$ cat config.mk
export PLATFORM = sky130hd
export DESIGN_NAME = br_ckpt_stack
export DESIGN_NICKNAME = d
export VERILOG_FILES = /design/src/rtl/br_ckpt_pkg.sv /design/src/rtl/br_ckpt_ent.sv /design/src/rtl/br_ckpt_stack.sv
export SDC_FILE = /design/constraint.sdc
export NUM_CORES = 2
export LEC_CHECK = 0
export ABC_AREA = 1
export CORE_ASPECT_RATIO = 2
export CORE_MARGIN = 2
export CORE_UTILIZATION = 59
export DETAILED_ROUTE_END_ITERATION = 10
export PLACE_DENSITY_LB_ADDON = 0.2
export SYNTH_ARGS = -nofsm -noshare
export SYNTH_HDL_FRONTEND = slang
export SYNTH_SLANG_ARGS = --single-unit
$ cat constraint.sdc
create_clock -name clk -period 2.5 [get_ports clk]
set_clock_uncertainty 0.2 [all_clocks]
set_input_delay 0.625 -clock clk [delete_from_list [all_inputs] [get_ports clk]]
set_output_delay 0.625 -clock clk [all_outputs]
set_load 0.005 [all_outputs]
$ cat src/rtl/br_ckpt_pkg.sv
// Shared types and default geometry for the branch checkpoint stack.
// Each map-table entry is {rdy, tag}, so rdy is the MSB of every packed entry.
package br_ckpt_pkg;

  localparam int DEF_DEPTH     = 4;
  localparam int DEF_MT_NUM    = 32;
  localparam int DEF_PRF_IDX_W = 6;
  localparam int DEF_FL_PTR_W  = 5;
  localparam int DEF_CNT_W     = $clog2(DEF_DEPTH + 1);

  typedef struct packed {
    logic                     rdy;
    logic [DEF_PRF_IDX_W-1:0] tag;
  } mt_ent_t;

  typedef mt_ent_t [DEF_MT_NUM-1:0] mt_snap_t;
  typedef logic [DEF_FL_PTR_W:0]    fl_ptr_t;
  typedef logic [DEF_DEPTH-1:0]     br_mask_t;

  // Classification of the resolve port for the current cycle.
  typedef enum logic [1:0] {
    RES_NONE    = 2'd0,
    RES_CORRECT = 2'd1,
    RES_WRONG   = 2'd2
  } res_kind_e;

endpackage

$ cat src/rtl/br_ckpt_ent.sv
// One checkpoint slot: map-table image, free-list head and dependency mask.
// Snoops the CDB continuously and drops dependency bits of correctly resolved branches.
module br_ckpt_ent
  import br_ckpt_pkg::*;
#(
  parameter int DEPTH     = DEF_DEPTH,
  parameter int MT_NUM    = DEF_MT_NUM,
  parameter int PRF_IDX_W = DEF_PRF_IDX_W,
  parameter int FL_PTR_W  = DEF_FL_PTR_W
) (
  input  logic                            clk,
  input  logic                            rst_n,
  input  logic                            i_wr,
  input  logic [MT_NUM*(PRF_IDX_W+1)-1:0] i_snap,
  input  logic [FL_PTR_W:0]               i_fl_head,
  input  logic [DEPTH-1:0]                i_dep,
  input  logic [DEPTH-1:0]                i_clr,
  input  logic                            i_cdb_vld,
  input  logic [PRF_IDX_W-1:0]            i_cdb_tag,
  output logic [MT_NUM*(PRF_IDX_W+1)-1:0] o_mt,
  output logic [FL_PTR_W:0]               o_fl_head,
  output logic [DEPTH-1:0]                o_dep
);

  localparam int EW  = PRF_IDX_W + 1;
  localparam int MTW = MT_NUM * EW;

  logic [MTW-1:0]       r_mt;
  logic [FL_PTR_W:0]    r_fl_head;
  logic [DEPTH-1:0]     r_dep;
  logic [MTW-1:0]       w_mt_upd;

  // Stored image with this cycle's CDB broadcast already applied; also the recovery view.
  always_comb begin
    w_mt_upd = r_mt;
    for (int j = 0; j < MT_NUM; j++) begin
      if (i_cdb_vld && (r_mt[j*EW +: PRF_IDX_W] == i_cdb_tag)) begin
        w_mt_upd[j*EW + PRF_IDX_W] = 1'b1;
      end
    end
  end

  always_ff @(posedge clk or negedge rst_n) begin
    if (!rst_n) begin
      r_mt      <= '0;
      r_fl_head <= '0;
      r_dep     <= '0;
    end else if (i_wr) begin
      r_mt      <= i_snap;
      r_fl_head <= i_fl_head;
      r_dep     <= i_dep;
    end else begin
      r_mt      <= w_mt_upd;
      r_dep     <= r_dep & ~i_clr;
    end
  end

  assign o_mt      = w_mt_upd;
  assign o_fl_head = r_fl_head;
  assign o_dep     = r_dep;

endmodule

$ cat src/rtl/br_ckpt_stack.sv
// Branch checkpoint stack: one-hot allocation, nested squash through dependency masks,
// registered recovery outputs and CDB ready-bit snooping with same-cycle bypass.
module br_ckpt_stack
  import br_ckpt_pkg::*;
#(
  parameter int DEPTH     = DEF_DEPTH,
  parameter int MT_NUM    = DEF_MT_NUM,
  parameter int PRF_IDX_W = DEF_PRF_IDX_W,
  parameter int FL_PTR_W  = DEF_FL_PTR_W
) (
  input  logic                              clk,
  input  logic                              rst_n,
  input  logic                              alloc_i,
  input  logic [MT_NUM*(PRF_IDX_W+1)-1:0]   mt_snap_i,
  input  logic [FL_PTR_W:0]                 fl_head_i,
  output logic                              alloc_rdy_o,
  output logic [DEPTH-1:0]                  alloc_bit_o,
  output logic [DEPTH-1:0]                  br_mask_o,
  output logic                              full_o,
  output logic [$clog2(DEPTH+1)-1:0]        free_cnt_o,
  input  logic                              res_vld_i,
  input  logic                              res_wrong_i,
  input  logic [DEPTH-1:0]                  res_bit_i,
  output logic [DEPTH-1:0]                  br_bit_o,
  input  logic                              cdb_vld_i,
  input  logic [PRF_IDX_W-1:0]              cdb_tag_i,
  output logic                              rc_vld_o,
  output logic [MT_NUM*(PRF_IDX_W+1)-1:0]   rc_mt_o,
  output logic [FL_PTR_W:0]                 rc_fl_head_o,
  output logic [DEPTH-1:0]                  sq_mask_o
);

  localparam int EW  = PRF_IDX_W + 1;
  localparam int MTW = MT_NUM * EW;
  localparam int CW  = $clog2(DEPTH + 1);

  logic [DEPTH-1:0]  r_br_mask;
  logic              r_rc_vld;
  logic [MTW-1:0]    r_rc_mt;
  logic [FL_PTR_W:0] r_rc_fl_head;
  logic [DEPTH-1:0]  r_sq_mask;

  logic              w_full;
  logic              w_res_hit;
  res_kind_e         w_res_kind;
  logic              w_alloc;
  logic [DEPTH-1:0]  w_alloc_bit;
  logic [DEPTH-1:0]  w_clr;
  logic [DEPTH-1:0]  w_alloc_dep;
  logic [MTW-1:0]    w_snap_byp;
  logic [CW-1:0]     w_busy_cnt;
  logic [MTW-1:0]    w_rc_mt;
  logic [FL_PTR_W:0] w_rc_fl_head;
  logic [DEPTH-1:0]  w_rc_dep;

  logic [MTW-1:0]    w_ent_mt      [DEPTH];
  logic [FL_PTR_W:0] w_ent_fl_head [DEPTH];
  logic [DEPTH-1:0]  w_ent_dep     [DEPTH];

  assign w_full = &r_br_mask;

  // Resolves naming a branch that is not in flight are ignored entirely.
  assign w_res_hit = res_vld_i && ((res_bit_i & r_br_mask) != '0);

  always_comb begin
    w_res_kind = RES_NONE;
    if (w_res_hit) begin
      w_res_kind = res_wrong_i ? RES_WRONG : RES_CORRECT;
    end
  end

  // Lowest free index, chosen from the registered mask only.
  always_comb begin
    w_alloc_bit = '0;
    for (int k = DEPTH - 1; k >= 0; k--) begin
      if (!r_br_mask[k]) begin
        w_alloc_bit    = '0;
        w_alloc_bit[k] = 1'b1;
      end
    end
  end

  assign alloc_rdy_o = !w_full && !(res_vld_i && res_wrong_i);
  assign w_alloc     = alloc_i && alloc_rdy_o;
  assign w_clr       = (w_res_kind == RES_CORRECT) ? res_bit_i : '0;
  assign w_alloc_dep = r_br_mask & ~w_clr;

  // CDB bypass into the incoming snapshot, shared by all slots.
  always_comb begin
    w_snap_byp = mt_snap_i;
    for (int j = 0; j < MT_NUM; j++) begin
      if (cdb_vld_i && (mt_snap_i[j*EW +: PRF_IDX_W] == cdb_tag_i)) begin
        w_snap_byp[j*EW + PRF_IDX_W] = 1'b1;
      end
    end
  end

  for (genvar g = 0; g < DEPTH; g++) begin : g_ent
    br_ckpt_ent #(
      .DEPTH     (DEPTH),
      .MT_NUM    (MT_NUM),
      .PRF_IDX_W (PRF_IDX_W),
      .FL_PTR_W  (FL_PTR_W)
    ) u_ent (
      .clk       (clk),
      .rst_n     (rst_n),
      .i_wr      (w_alloc && w_alloc_bit[g]),
      .i_snap    (w_snap_byp),
      .i_fl_head (fl_head_i),
      .i_dep     (w_alloc_dep),
      .i_clr     (w_clr),
      .i_cdb_vld (cdb_vld_i),
      .i_cdb_tag (cdb_tag_i),
      .o_mt      (w_ent_mt[g]),
      .o_fl_head (w_ent_fl_head[g]),
      .o_dep     (w_ent_dep[g])
    );
  end

  // One-hot recovery mux over the resolved slot.
  always_comb begin
    w_rc_mt      = '0;
    w_rc_fl_head = '0;
    w_rc_dep     = '0;
    for (int k = 0; k < DEPTH; k++) begin
      if (res_bit_i[k]) begin
        w_rc_mt      = w_rc_mt | w_ent_mt[k];
        w_rc_fl_head = w_rc_fl_head | w_ent_fl_head[k];
        w_rc_dep     = w_rc_dep | w_ent_dep[k];
      end
    end
  end

  always_ff @(posedge clk or negedge rst_n) begin
    if (!rst_n) begin
      r_br_mask    <= '0;
      r_rc_vld     <= 1'b0;
      r_rc_mt      <= '0;
      r_rc_fl_head <= '0;
      r_sq_mask    <= '0;
    end else begin
      r_rc_vld  <= (w_res_kind == RES_WRONG);
      r_sq_mask <= '0;
      if (w_res_kind == RES_WRONG) begin
        r_br_mask    <= w_rc_dep;
        r_rc_mt      <= w_rc_mt;
        r_rc_fl_head <= w_rc_fl_head;
        r_sq_mask    <= r_br_mask & ~w_rc_dep;
      end else begin
        r_br_mask <= (r_br_mask & ~w_clr) | (w_alloc ? w_alloc_bit : '0);
      end
    end
  end

  always_comb begin
    w_busy_cnt = '0;
    for (int k = 0; k < DEPTH; k++) begin
      w_busy_cnt = w_busy_cnt + CW'(r_br_mask[k]);
    end
  end

  assign free_cnt_o   = CW'(DEPTH) - w_busy_cnt;
  assign full_o       = w_full;
  assign alloc_bit_o  = w_alloc_bit;
  assign br_mask_o    = r_br_mask;
  assign br_bit_o     = res_vld_i ? res_bit_i : '0;
  assign rc_vld_o     = r_rc_vld;
  assign rc_mt_o      = r_rc_mt;
  assign rc_fl_head_o = r_rc_fl_head;
  assign sq_mask_o    = r_sq_mask;

endmodule

======== Word level (Yosys, flattened, before mapping) ========
Cells that the tools add are included.
word-level totals
  flip-flop bits (word level) ............. 1175
  bits of input ports ..................... 246
  output and inout port bits .............. 252
cells by class
  $add $sub $neg .......................... 4
  eq/ne operators ......................... 162
  multiplexer cells ....................... 191
  bitwise gates (word level) .............. 19
  reduce and logical (&&, ||, !) cells .... 172
operators by type and width
  cell                   count
  $mux W224              8
  $eq A6 B6 Y1           160
  $or A224 B224 Y224     3
  $logic_and A1 B1 Y1    168
  $mux W1                160
  $mux W4                17
  $and A4 B4 Y4          7
  $mux W6                4
  $or A6 B6 Y6           3
  $or A4 B4 Y4           4
  $not A4 Y4             2
  $mux W2                2
  $reduce_and A4 Y1      1
  $reduce_bool A4 Y1     1
  $add A2 B1 Y3          1
  $add A3 B1 Y3          1
  $sub A3 B3 Y3 const A  1
  $add A1 B1 Y2          1
  $eq A2 B1 Y1 const B   1
  $eq A2 B2 Y1 const B   1
  $logic_not A1 Y1       2

======== Longest topological paths before layout ========
  depth after elaboration ................. 10
  mapped depth ............................ 15

======== Cells and area by module ========
From an unflattened synthesis, not the netlist that was laid out.
second synthesis, totals
  cells, all modules ...................... 10180
  area, all modules ....................... 71160.7 um2
modules (own cells, without submodules)
  module         instances  cells an instance  area each (um2)
  br_ckpt_ent    4          1938               13600.5
  br_ckpt_stack  1          2428               16758.6

======== Least setup slack after synthesis ========
OpenSTA, ideal clock, no wires.
  path type ............................... input to output
  from .................................... input res_bit_i[0]
  to ...................................... output br_bit_o[0]
  data arrival time ....................... 1.475 ns
  required time ........................... 1.675 ns
  path slack .............................. 0.200 ns
  cell stages on the path ................. 5
  buffers on the path ..................... 3
  cell sequence ........................... buf_2 clkbuf_1 buf_1 nand2_1 inv_1
on the way
  word-level cells in the longest chain between the ends .. 1
ends and longest elaborated chain
  element             RTL line              text
  start: declaration  br_ckpt_stack.sv:23   input logic [DEPTH-1:0] res_bit_i,
  $mux W4             br_ckpt_stack.sv:166  assign br_bit_o = res_vld_i ? res_bit_i : '0;
  end: declaration    br_ckpt_stack.sv:24   output logic [DEPTH-1:0] br_bit_o,
Every way passes these cells.

======== Worst setup path after layout ========
  from .................................... register r_br_mask[3], in the netlist br_mask_o[3]
  to ...................................... output free_cnt_o[1]
on the way
  word-level cells in the longest chain between the ends .. 2
ends and longest elaborated chain
  element                   RTL line              text
  start: declaration        br_ckpt_stack.sv:37   logic [DEPTH-1:0] r_br_mask;
  start signal: assignment  br_ckpt_stack.sv:145  r_br_mask <= w_rc_dep;
  start signal: assignment  br_ckpt_stack.sv:150  r_br_mask <= (r_br_mask & ~w_clr) | (w_alloc ? w_alloc_bit : '0);
  $add A3 B1 Y3             br_ckpt_stack.sv:158  w_busy_cnt = w_busy_cnt + CW'(r_br_mask[k]);
  $sub A3 B3 Y3             br_ckpt_stack.sv:162  assign free_cnt_o = CW'(DEPTH) - w_busy_cnt;
  end: declaration          br_ckpt_stack.sv:20   output logic [$clog2(DEPTH+1)-1:0] free_cnt_o,
Every way passes these cells.

==> out/qor.csv <==
stage,metric,value,unit
routing,wl_per_cell,22.2,um
power,p_seq_share,41.2,%
power,peakVddDrop,1080,uV
final_layout,layout.nets,9533,
die,coreArea,0.107,sq mm
synth,netlist_top_cells_area,"dfrtp_1 (46%), nand2_1 (19%), o21ai_0 (7.9%), inv_1 (5.0%), nor2_1 (3.5%)",
power,swShare,39.1,%
clock_tree,htree_num_levels,3,
place,place.gp.congestion,0.974,
setup_path,worstPathRequired,1670,ps
final_layout,syn_to_final_growth,20.8,%
die,num_rows,170,
flow_run,maxCapViolCount,0,
sta,max-slew-margin-rel,58.3,%
place,postPlaceCellArea,0.0724,sq mm
place,place_ws,-354,ps
global_routing,first_global_vias,63422,
place,dp_hpwl,162000,um
synth,ys.flop_type,dfrtp_1,
status,violations,setup timing,
global_routing,grt_util_all_layers,43.0,%
synth,avgSynthCellArea,7.21,sq um
setup_path,criticalPathCategory,flip-flop to primary output,
place,port_buffers,497,
power,p_sw,34.0,mW
power,leakagePower,37.9,nW
sta,hold_viol_final,0,
clock_tree,clk_pin_slew,70,ps
clock_tree,root_buffer,clkbuf_16,
min_path,hold_depth,4,
setup_path,r2r_slack,40,ps
routing,drt-initial-drc-count,7203,
clock_tree,numCtsBuffers,108,
clock_tree,clock_path_buffers,3,
die,fp.dieArea,0.110,sq mm
sta,worstMarginPinSlew,626,ps
clock_tree,clk_latency,760,ps
synth,synthArstFlopShare,100,%
clock_tree,cts_sinks,1175,
routing,ant_nets,0,
global_routing,grt_start_max_net_pins,88,
synth,synth_top_cells_by_count,"nand2_1 (3,253), dfrtp_1 (1,175), o21ai_0 (1,006)",
min_path,hp-class,input pin to flip-flop,
synth,synth_edf_count,0,
synth,yosysTopAreaCell,dfrtp_1,
global_routing,grt_overflow,0,
synth,yosys_warnings,0,
synth,synth_area,0.0634,sq mm
sta,fin_ws,-571,ps
synth,yosysSeqAreaShare,46.4,%
clock_tree,tritoncts,done,
status,outcome,"complete, but fails checks",
power,internal_power,52.9,mW
sta,setup_violations,9,
sta,period_share,123,%
routing,drcViolationCount,0,
routing,drtPass1Iterations,7,
final_layout,drive_above_1_share,7.79,%
die,boundaryPins,498,
final_layout,fin_util,71.6,%
sta,min_period,3070,ps
sta,rsz0062_at_grt,true,
final_layout,layout.cells.non_filler,10760,
synth,syn_inst,8793,
sta,slew_viol_final,0,
synth,ys_ff_latch,1175,
die,die_width,236,um
die,initial_core_util,59.3,%
synth,yosysTopAreaCellShare,46.4,%
global_routing,grt_pass1_wl,363000,um
power,powerDensity,1130,mW/mm^2
setup_path,cp_max_fo,2,
routing,routed_wl,239000,um
sta,fmax,0.326,GHz
power,p_clk_share,21.3,%
synth,synth_nets,9043,
power,combPwrFrac,37.5,%
setup_path,cp-start-kind,flip-flop,
synth,synth_most_common_cell,nand2_1,
global_routing,antenna_found_initial,22,
routing,via_per_inst,6.00,
setup_path,endpoint_kind,primary output,
setup_path,arrival,2250,ps
die,die_y,468,um
routing,vias,64594,
synth,yosysUniqueCellTypes,40,
final_layout,final_cell_area,0.0766,sq mm
setup_path,reg2reg_depth,11,
sta,hold_ws,155,ps
place,dp_cells,10519,
-- through the flow --
step / total power [mW] / TNS, ps
4_1_cts: 86.1 / -2320
2_1_floorplan: 53.2 / 0
6_report: 86.9 / -2860
5_1_grt: 92.5 / -3160
3_5_place_dp: 67.7 / -190010
3_3_place_gp: 66.3 / -177910
-- kinds of logic (layout without fill, tap and decap cells) --
family	count (synthesis)	after routing	synth area share, %
flip-flops	1175	1175	46.4
buffers and inverters	1429	2009	9.72
adder cells (fa/ha/maj)	4	4	0.0907
other	0	11	0
AO/OA/AOI/OAI	1867	1867	16.1
XOR/XNOR	173	173	2.39
AND/OR/NAND/NOR	4145	4145	25.3
-- power by group through the flow --
stage | Sequential [mW] | Clock (mW) | Combinational, mW
floorplan | 33.5 | 0 | 19.7
global placement | 35.4 | 0 | 30.9
detailed placement | 35.7 | 0 | 32.0
CTS | 35.5 | 18.6 | 32.1
global route | 36.7 | 19.3 | 36.5
finish | 35.8 | 18.5 | 32.6
-- metal layers --
metal | global-route usage [%] | up-vias | wire [um]
met5 | 0 | - | 149
met4 | 29.6 | 26 | 18800
met3 | 9.69 | 1213 | 27700
met2 | 69.9 | 4366 | 111000
met1 | 50.9 | 30045 | 81900
li1 | - | 28944 | -
-- final timing paths --
check | startpoint | to
min reg2reg | g_ent[1].u_ent.r_mt[38] | g_ent[1].u_ent.r_mt[38]
min | res_bit_i[2] | rc_mt_o[14]
max | br_mask_o[3] | free_cnt_o[1]
max reg2reg | br_mask_o[1] | g_ent[0].u_ent.r_mt[119]
min in group asynchronous | rst_n | g_ent[2].u_ent.r_mt[69]
max in group asynchronous | rst_n | g_ent[3].u_ent.r_mt[149]
-- sequential cells by signal, indices dropped and copies added (netlist names) --
name / flops
rc_mt_o: 224
g_ent.u_ent.o_fl_head: 24
sq_mask_o: 4
br_mask_o: 4
g_ent.u_ent.o_dep: 16
g_ent.u_ent.r_mt: 896
rc_fl_head_o: 6
rc_vld_o: 1
-- worst max-delay path: stages (launching register included) --
cell,delay [ps]
dfrtp_1,370
inv_2,60
fa_1,540
ha_2,200
ha_4,200
buf_6,110
-- layout by cell type (no fill, tap or decap), types with 7 or more instances in the layout --
cell type,instances
a31oi_1,176
o2111ai_1,14
dlymetal6s2s_1,24
clkbuf_1,15
bufinv_16,18
o22ai_1,133
clkdlybuf4s50_1,369
xor2_1,47
o21ai_1,106
a22o_1,29
diode_2,11
a21oi_1,297
nand2_1,3252
nand3_1,156
o21bai_1,31
dlygate4sd2_1,80
nand4_1,55
buf_4,282
buf_12,159
dfrtp_2,8
inv_1,844
dfrtp_1,1167
clkinvlp_4,9
inv_2,10
o21ai_0,1006
or2_2,22
clkbuf_16,109
nor2_1,591
o211ai_1,17
clkinv_2,14
inv_6,7
buf_6,17
xnor2_1,126
a221oi_1,42
nor3_1,55
a31o_2,8
clkbuf_8,29
-- timing repair --
action | 4_1_cts | 5_1_grt
buffers inserted | 17 | 16
pin swaps | 6 | 2
hold buffers | 1 | 0
hold endpoints to repair | 12 | 0
resized for setup | 146 | 41
endpoints found under the setup margin | 99 | 42
-- final cells by class --
cell class,instances,area (sq um)
Antenna cell,11,27.5
Clock buffer,149,3130
Clock inverter,51,783
Fill cell,8640,30400
Inverter,863,3280
Multi-Input combinational cell,6189,27900
Sequential cell,1175,29400
Tap cell,1376,1720
Timing Repair Buffer,946,10300
No activity file was read; power rests on OpenSTA's default activity.
